**src/rtl/sweep_if.sv**
```systemverilog
// Enable/done handshake between the sweep sequencer (master) and the
// H/V sweep counters plus their controlling host (slave).
interface sweep_if;
  logic       start;
  logic       abort;
  logic       clr_err;
  logic       h_done;
  logic       v_done;
  logic       hs;
  logic       vs;
  logic       busy;
  logic       done;
  logic       err;
  logic [2:0] state;

  modport master (
    input  start, abort, clr_err, h_done, v_done,
    output hs, vs, busy, done, err, state
  );

  modport slave (
    output start, abort, clr_err, h_done, v_done,
    input  hs, vs, busy, done, err, state
  );
endinterface

```
**src/rtl/sweep_sequencer.sv**
```systemverilog
// Drives HS then VS sweep enables with low gaps between them, repeats for
// NUM_PASSES pairs, and faults if a counter never reports done.
module sweep_sequencer #(
  parameter int GAP_CYCLES = 4,
  parameter int TIMEOUT    = 16384,
  parameter int NUM_PASSES = 1,
  parameter int TO_W       = 16
) (
  input  logic     clk,
  input  logic     rst_n,
  sweep_if.master  bus
);
  localparam int GW = $clog2(GAP_CYCLES + 1);
  localparam int PW = $clog2(NUM_PASSES + 1);

  localparam logic [2:0] IDLE    = 3'd0;
  localparam logic [2:0] H_SWEEP = 3'd1;
  localparam logic [2:0] H_GAP   = 3'd2;
  localparam logic [2:0] V_SWEEP = 3'd3;
  localparam logic [2:0] V_GAP   = 3'd4;
  localparam logic [2:0] FINISH  = 3'd5;
  localparam logic [2:0] FAULT   = 3'd6;

  logic [2:0]      state, state_nx;
  logic [TO_W-1:0] wd;
  logic [GW-1:0]   gap;
  logic [PW-1:0]   pass;
  logic            wd_exp, gap_end, last_pass;

  assign wd_exp    = (wd == TO_W'(TIMEOUT - 1));
  assign gap_end   = (gap == GW'(GAP_CYCLES - 1));
  assign last_pass = (pass == PW'(NUM_PASSES - 1));

  // abort is tested first in every active state so it beats done/timeout
  always_comb begin
    state_nx = state;
    case (state)
      IDLE:    if (bus.start && !bus.abort) state_nx = H_SWEEP;
      H_SWEEP: if (bus.abort)               state_nx = IDLE;
               else if (bus.h_done)         state_nx = H_GAP;
               else if (wd_exp)             state_nx = FAULT;
      H_GAP:   if (bus.abort)               state_nx = IDLE;
               else if (gap_end)            state_nx = V_SWEEP;
      V_SWEEP: if (bus.abort)               state_nx = IDLE;
               else if (bus.v_done)         state_nx = V_GAP;
               else if (wd_exp)             state_nx = FAULT;
      V_GAP:   if (bus.abort)               state_nx = IDLE;
               else if (gap_end)            state_nx = last_pass ? FINISH : H_SWEEP;
      FINISH:                               state_nx = IDLE;
      FAULT:   if (bus.clr_err)             state_nx = IDLE;
      default:                              state_nx = IDLE;
    endcase
  end

  always_ff @(posedge clk or negedge rst_n) begin
    if (!rst_n) begin
      state <= IDLE;
      wd    <= '0;
      gap   <= '0;
      pass  <= '0;
    end else begin
      state <= state_nx;

      // watchdog runs only while a sweep persists; any entry or gap clears it
      if ((state_nx == H_SWEEP || state_nx == V_SWEEP) && state_nx == state) begin
        if (wd != '1) wd <= wd + 1'b1;
      end else begin
        wd <= '0;
      end

      if ((state_nx == H_GAP || state_nx == V_GAP) && state_nx == state)
        gap <= gap + 1'b1;
      else
        gap <= '0;

      if (state == IDLE)
        pass <= '0;
      else if (state == V_GAP && state_nx == H_SWEEP)
        pass <= pass + 1'b1;
    end
  end

  // outputs are pure decodes of the state register
  assign bus.hs    = (state == H_SWEEP);
  assign bus.vs    = (state == V_SWEEP);
  assign bus.busy  = (state != IDLE) && (state != FAULT);
  assign bus.done  = (state == FINISH);
  assign bus.err   = (state == FAULT);
  assign bus.state = state;
endmodule

```
**src/flat_wrapper.sv**
```systemverilog
// flat-port wrapper written by rule: the top's interface ports become plain ports
module sweep_sequencer_flat 
#(
  parameter int GAP_CYCLES = 4,
  parameter int TIMEOUT    = 16384,
  parameter int NUM_PASSES = 1,
  parameter int TO_W       = 16
)
  (clk, rst_n, bus_start, bus_abort, bus_clr_err, bus_h_done, bus_v_done, bus_hs, bus_vs, bus_busy, bus_done, bus_err, bus_state);
  sweep_if bus_i ();
  input  logic clk;
  input  logic rst_n;
  input wire logic [$bits(bus_i.start)-1:0] bus_start;
  input wire logic [$bits(bus_i.abort)-1:0] bus_abort;
  input wire logic [$bits(bus_i.clr_err)-1:0] bus_clr_err;
  input wire logic [$bits(bus_i.h_done)-1:0] bus_h_done;
  input wire logic [$bits(bus_i.v_done)-1:0] bus_v_done;
  output wire logic [$bits(bus_i.hs)-1:0] bus_hs;
  output wire logic [$bits(bus_i.vs)-1:0] bus_vs;
  output wire logic [$bits(bus_i.busy)-1:0] bus_busy;
  output wire logic [$bits(bus_i.done)-1:0] bus_done;
  output wire logic [$bits(bus_i.err)-1:0] bus_err;
  output wire logic [$bits(bus_i.state)-1:0] bus_state;
  assign bus_i.start = bus_start;
  assign bus_i.abort = bus_abort;
  assign bus_i.clr_err = bus_clr_err;
  assign bus_i.h_done = bus_h_done;
  assign bus_i.v_done = bus_v_done;
  assign bus_hs = bus_i.hs;
  assign bus_vs = bus_i.vs;
  assign bus_busy = bus_i.busy;
  assign bus_done = bus_i.done;
  assign bus_err = bus_i.err;
  assign bus_state = bus_i.state;
  sweep_sequencer #(.GAP_CYCLES(GAP_CYCLES), .TIMEOUT(TIMEOUT), .NUM_PASSES(NUM_PASSES), .TO_W(TO_W)) u_core (.clk(clk), .rst_n(rst_n), .bus(bus_i));
endmodule
```
**config.mk**
```make
export PLATFORM = sky130hd
export DESIGN_NAME = sweep_sequencer_flat
export DESIGN_NICKNAME = d
export VERILOG_FILES = /design/src/rtl/sweep_if.sv /design/src/rtl/sweep_sequencer.sv /design/src/flat_wrapper.sv
export SDC_FILE = /design/constraint.sdc
export NUM_CORES = 1
export LEC_CHECK = 0
export ABC_CLOCK_PERIOD_IN_PS = 2900
export CAP_MARGIN = 5
export CORE_AREA = 2 2 52 54
export CTS_BUF_LIST = sky130_fd_sc_hd__clkbuf_2
export DETAILED_ROUTE_END_ITERATION = 8
export DIE_AREA = 0 0 54 56
export PLACE_DENSITY = 0.8
export SYNTH_ARGS = -nofsm -noshare
export SYNTH_HDL_FRONTEND = slang
export SYNTH_SLANG_ARGS = --single-unit
export TNS_END_PERCENT = 50
```
**constraint.sdc**
```tcl
create_clock -name clk -period 2.9 [get_ports clk]
set_input_delay 0.58 -clock clk [delete_from_list [all_inputs] [get_ports clk]]
set_output_delay 0.58 -clock clk [all_outputs]
set_load 0.01 [all_outputs]
```
======== Word level (Yosys, flattened, before mapping) ========
Index checks and enable logic that the tools add are counted.
cells by class
  add/sub/neg operators ................... 3
  eq/ne operators ......................... 16
  mux-type cells .......................... 18
  reductions and logical operators ........ 11
operators by type and width
  operator                                         number
  two-way mux 3 bit                                13
  two-way mux 16 bit                               2
  one-hot mux 3 bit (6 select lines)               1
  adder 16 x 1 -> 16 bit, second input constant    1
  == test 16 x 14 -> 1 bit, second input constant  1
  != test 16 bit, second input constant            1
  == test 3 x 2 -> 1 bit, second input constant    5
  == test 3 bit, second input constant             4
  == test 3 x 1 -> 1 bit, second input constant    2
  logical AND 1 bit                                5
  adder 3 x 1 -> 3 bit, second input constant      1
  == test 3 bit                                    1
  zero test 3 bit                                  1
  != test 3 bit, second input constant             1
  nonzero test 3 bit                               1
  logical OR 1 bit                                 2
  two-way mux 1 bit                                2
  != test 2 bit, second input constant             1
  nonzero test 2 bit                               1
  adder 1 bit, second input constant               1
  zero test 1 bit                                  1
word-level totals
  bits in registers ....................... 23
  bits of input ports ..................... 7
  output and inout bits ................... 8
  word-level logic and storage cells ...... 52

======== Logic depth before layout (Yosys ltp) ========
  depth in word-level cells ............... 9
  mapped depth ............................ 8
  depth with buffers taken out ............ 7

======== Least setup slack after synthesis ========
No wires, ideal clock.
  path type ............................... reg-to-reg
  start ................................... reg u_core.wd[0]
  end ..................................... reg u_core.wd[11]
  setup time .............................. 72 ps
  data arrival time ....................... 1,946 ps
  data required time ...................... 2,828 ps
  setup slack ............................. 882 ps
  cell stages (with the launch flop) ...... 8
  path buffers ............................ 2
  period minus slack after synthesis ...... 2,018 ps
  path through ............................ dfrtp_1 ha_1 nor4bb_1 a221o_1 or4b_1 buf_2 buf_4 nor2_1
on the way
  longest elaborated chain between the ends .. 9
  elaborated cells on any way between the ends .. 17
  those cells by class .................... add/sub: 1; eq/ne: 6; mux: 8; reduce/logical: 2
ends and longest elaborated chain
  what                                                              RTL line                                      RTL
  from (decl)                                                       sweep_sequencer.sv:25                         logic [TO_W-1:0] wd;
  from (signal assigned)                                            sweep_sequencer.sv:66                         if (wd != '1) wd <= wd + 1'b1;
  == test 16 x 14 -> 1 bit                                          sweep_sequencer.sv:30                         assign wd_exp = (wd == TO_W'(TIMEOUT - 1));
  two-way mux 3 bit                                                 sweep_sequencer.sv:41, sweep_sequencer.sv:46
  two-way mux 3 bit (on tied branches)                              sweep_sequencer.sv:45, sweep_sequencer.sv:40
  two-way mux 3 bit (on tied branches)                              sweep_sequencer.sv:44, sweep_sequencer.sv:39
  one-hot mux 3 bit (6 select lines)                                sweep_sequencer.sv:37                         case (state)
  == test 3 x 1 -> 1 bit or == test 3 x 2 -> 1 bit (tied branches)  sweep_sequencer.sv:65                         if ((state_nx == H_SWEEP || state_nx == V_SWEEP) && state_nx == state) begin
  logical OR 1 bit                                                  sweep_sequencer.sv:65
  logical AND 1 bit                                                 sweep_sequencer.sv:65
  != test 2 bit (no line) or two-way mux 16 bit (tied branches)     --
Several ways; a longest one is shown, not always the timed one. The select of a mux whose other input is x is not followed.
A chain may end at the register's enable or synchronous reset.

======== Worst setup path in the final report ========
  start ................................... reg u_core.state[1], in the netlist u_core.bus.state[1]
  end ..................................... out bus_busy
on the way
  longest elaborated chain between the ends .. 2
  elaborated cells on any way between the ends .. 3
  those cells by class .................... eq/ne: 1; reduce/logical: 2
ends and longest elaborated chain
  what                                                 RTL line               RTL
  from (decl)                                          sweep_sequencer.sv:24  logic [2:0] state, state_nx;
  from (signal assigned)                               sweep_sequencer.sv:62  state <= state_nx;
  != test 3 bit or nonzero test 3 bit (tied branches)  sweep_sequencer.sv:86  assign bus.busy = (state != IDLE) && (state != FAULT);
  logical AND 1 bit *                                  sweep_sequencer.sv:86
  to (decl)                                            flat_wrapper.sv:20     output wire logic [$bits(bus_i.busy)-1:0] bus_busy;
Mark *: on every way between the ends. The rest lies on a longest branch, timed or not.

==> impl_metrics.csv <==
group,metric,value,unit
worst_setup_path,crit_end_category,"primary output",
placed_design,gp_routability_congestion,0.780,
yosys,synth_nets,153,
timing,slew_viol_final,0,
worst_setup_path,worstSetupStartpointType,"flip-flop",
timing,maxSlewHeadroom,59.0,%
die,core_region_area,0.00243,mm²
yosys,synthesized_area_divided_by_synthesized_cell_count,9.66,µm²
finish,layout_common_cells,"dfrtp_1 (23), nor2_1 (21), clkdlybuf4s50_1 (14), nand2_1 (9), xnor2_1 (9)",
job,max-cap-violations,0,
drt,drtIter0Drc,16,
drt,dr.pass1.iters,4,
drt,viasPerCell,5.97,
timing,setup-violations-final,0,
worst_setup_path,timing.setup.critical_path_class,"reg2out",
die,horizontal_extent_of_the_die,54,µm
timing,finalSetupTns,0,ns
placed_design,hpwlAfterDp,2020,µm
timing,finalHoldViolCount,0,
die,rows,18,
yosys,number_of_library_cell_types_mapped_by_synthesis,50,
yosys,mappedNetlistArea,0.00138,mm²
clock_tree,cts_setup_buffers,0,
drt,drt-total-wl,2760,µm
die,start_util,56.8,%
drt,met1Wirelength,1240,µm
clock_tree,clk_pin_slew,0.20,ns
yosys,synth_seq_cells,23,
yosys,synthesis.instances,143,
drt,routed-wl-met3,119,µm
die,boundaryPins,15,
worst_hold_path,hold_class,"reg2reg",
global_route,grt_antenna_before_repair,0,
drt,routed_wire_length_per_instance,14.7,µm
global_route,groute.usage.overall,20.3,%
clock_tree,cts_hold_buffers,0,
clock_tree,post_cts.resized_instances,0,
timing,timing.final.crit_share,85.6,%
yosys,synth-edff-count,0,
yosys,synth_ff_type,"dfrtp_1",
global_route,grt_start_max_net_pins,24,
timing,achievable-frequency,403,MHz
drt,detail_route.drc_violations,0,
global_route,grt_remaining_overflow,0,
clock_tree,cts_buffer_depth,2,
clock_tree,htree_levels,1,
die,die-height,56,µm
finish,finalNetCount,169,
drt,ant_nets,0,
drt,detailroute.via_count,1122,
clock_tree,cts_root_buf,"clkbuf_2",
clock_tree,insertion_delay,0.33,ns
power_and_ir_drop,max-vdd-ir-drop,0.250,mV
finish,syn2layout_area_growth,13.3,%
placed_design,port-buffer-count,14,
finish,antenna_cell_count,0,
global_route,grt_first_pass_wirelength,4630,µm
worst_setup_path,cp_max_fo,15,
finish,mostFrequentLayoutCell,"dfrtp_1",
yosys,synth.yosys.seq_area_share,41.7,%
yosys,ys_warn_count,0,
drt,detailroute.wirelength.met2,1360,µm
yosys,synthArstFlopShare,100,%
worst_setup_path,worst_ep_arrival_time,1.90,ns
timing,max_slew.worst_pin.slew,0.600,ns
clock_tree,cts.sinks,23,
power_and_ir_drop,powerDensity,335,mW/mm²
clock_tree,cts_tree,"yes",
timing,timing.final.crit_period,2.48,ns
finish,share_of_the_core_filled_with_cells_in_the_final_layout,64.4,%
worst_setup_path,required_time_reported_for_the_critical_path_endpoint,2.32,ns
finish,post_route_cells_drive_above_1_share,10.8,%
clock_tree,number_of_buffers_inserted_during_clock_tree_synthesis,3,
timing,finalClockSkew,0.0149,ns
drt,highest-signal-layer,"met4",
global_route,grt_pass1_vias,1031,
die,floorplan.die_area,0.00302,mm²
timing,grt_setup_unrepaired,"false",
status,outcome,"complete, no violations",
power_and_ir_drop,static_leak,0.573,nW
-- sequential cells by signal, indices dropped and copies added (netlist names) --
| name | count |
|---|---|
| u_core.bus.state | 3 |
| u_core.pass | 1 |
| u_core.wd | 16 |
| u_core.gap | 3 |
-- cell families (layout without fill, tap and decap cells) --
logic type                 Yosys count  after routing  synth area share [%]
and+or+nand+nor                     65             65                  27.4
AOI/OAI and AO/OA                   25             25                  14.7
DFF                                 23             23                  41.7
xor gates and xnor gates            13             13                  8.24
buffers and inverters               13             28                  4.53
adders and majority gates            3              3                  2.72
muxes                                1              1                 0.725
-- cell usage after synthesis, types with 2 or more instances --
cell       count  area share, %
dfrtp_1       23             42
nor2_1        21            5.7
nand2_1        9            2.4
xnor2_1        9            5.7
inv_1          7            1.9
nand3_1        5            1.8
a211oi_1       4            2.2
xor2_1         4            2.5
a2111oi_0      3            1.9
a21oi_1        3            1.1
ha_1           3            2.7
nor3_1         3            1.1
nor3b_1        3            1.6
nor4_1         3            1.4
o21ai_0        3            1.1
buf_2          2           0.72
clkbuf_1       2           0.54
nand4_1        2           0.91
o2111ai_1      2            1.3
or2_2          2           0.91
-- metrics by stage --
step	instances	hold slack [ns]	setup slack, ns	cell area, µm²	power [W]
6_report	188	0.470	0.418	1570	0.000524
3_5_place_dp	184	0.451	0.275	1550	0.000401
5_1_grt	188	0.503	0.281	1570	0.000553
2_1_floorplan	143	0.284	0.882	1380	0.000365
3_3_place_gp	184	0.429	0.336	1550	0.000399
4_1_cts	188	0.475	0.407	1570	0.000528
-- worst max-delay path, cell delays in order (launching register included) --
cell             delay [ns]
dfrtp_1                0.58
xor2_1                 0.24
or2_2                  0.29
clkdlybuf4s50_1        0.47
-- report_power, final --
part            total, W  internal [W]  switching [W]
combinational  0.0000646     0.0000329      0.0000317
clock           0.000130     0.0000365      0.0000930
sequential      0.000330      0.000325     0.00000566
total           0.000524      0.000394       0.000130
-- final timing paths --
path                       cells after the start                  end           startpoint  slack [ns]
hold / removal                                 1        u_core.gap[0]        u_core.gap[0]        0.47
max in group asynchronous                      2  u_core.bus.state[2]                rst_n        2.10
min in group asynchronous                      2         u_core.wd[8]                rst_n        0.56
hold reg to reg                                1        u_core.gap[0]        u_core.gap[0]        0.47
setup reg to reg                               6        u_core.wd[14]         u_core.wd[9]        0.50
setup / recovery                               3             bus_busy  u_core.bus.state[1]        0.42
-- layout make-up --
type | instances | area [µm²]
Multi-Input combinational cell | 107 | 743
Clock buffer | 4 | 20.0
Inverter | 7 | 26.3
Sequential cell | 23 | 576
Timing Repair Buffer | 17 | 163
Fill cell | 199 | 867
Tap cell | 30 | 37.5
-- routing by layer --
metal  global-route usage [%]  vias to the layer above
li1                         -                      546
met1                     27.7                      544
met2                     32.2                       28
met3                     3.49                        4
met4                     6.43                        0
met5                        0                        -
(Power assumes the default switching activity.)
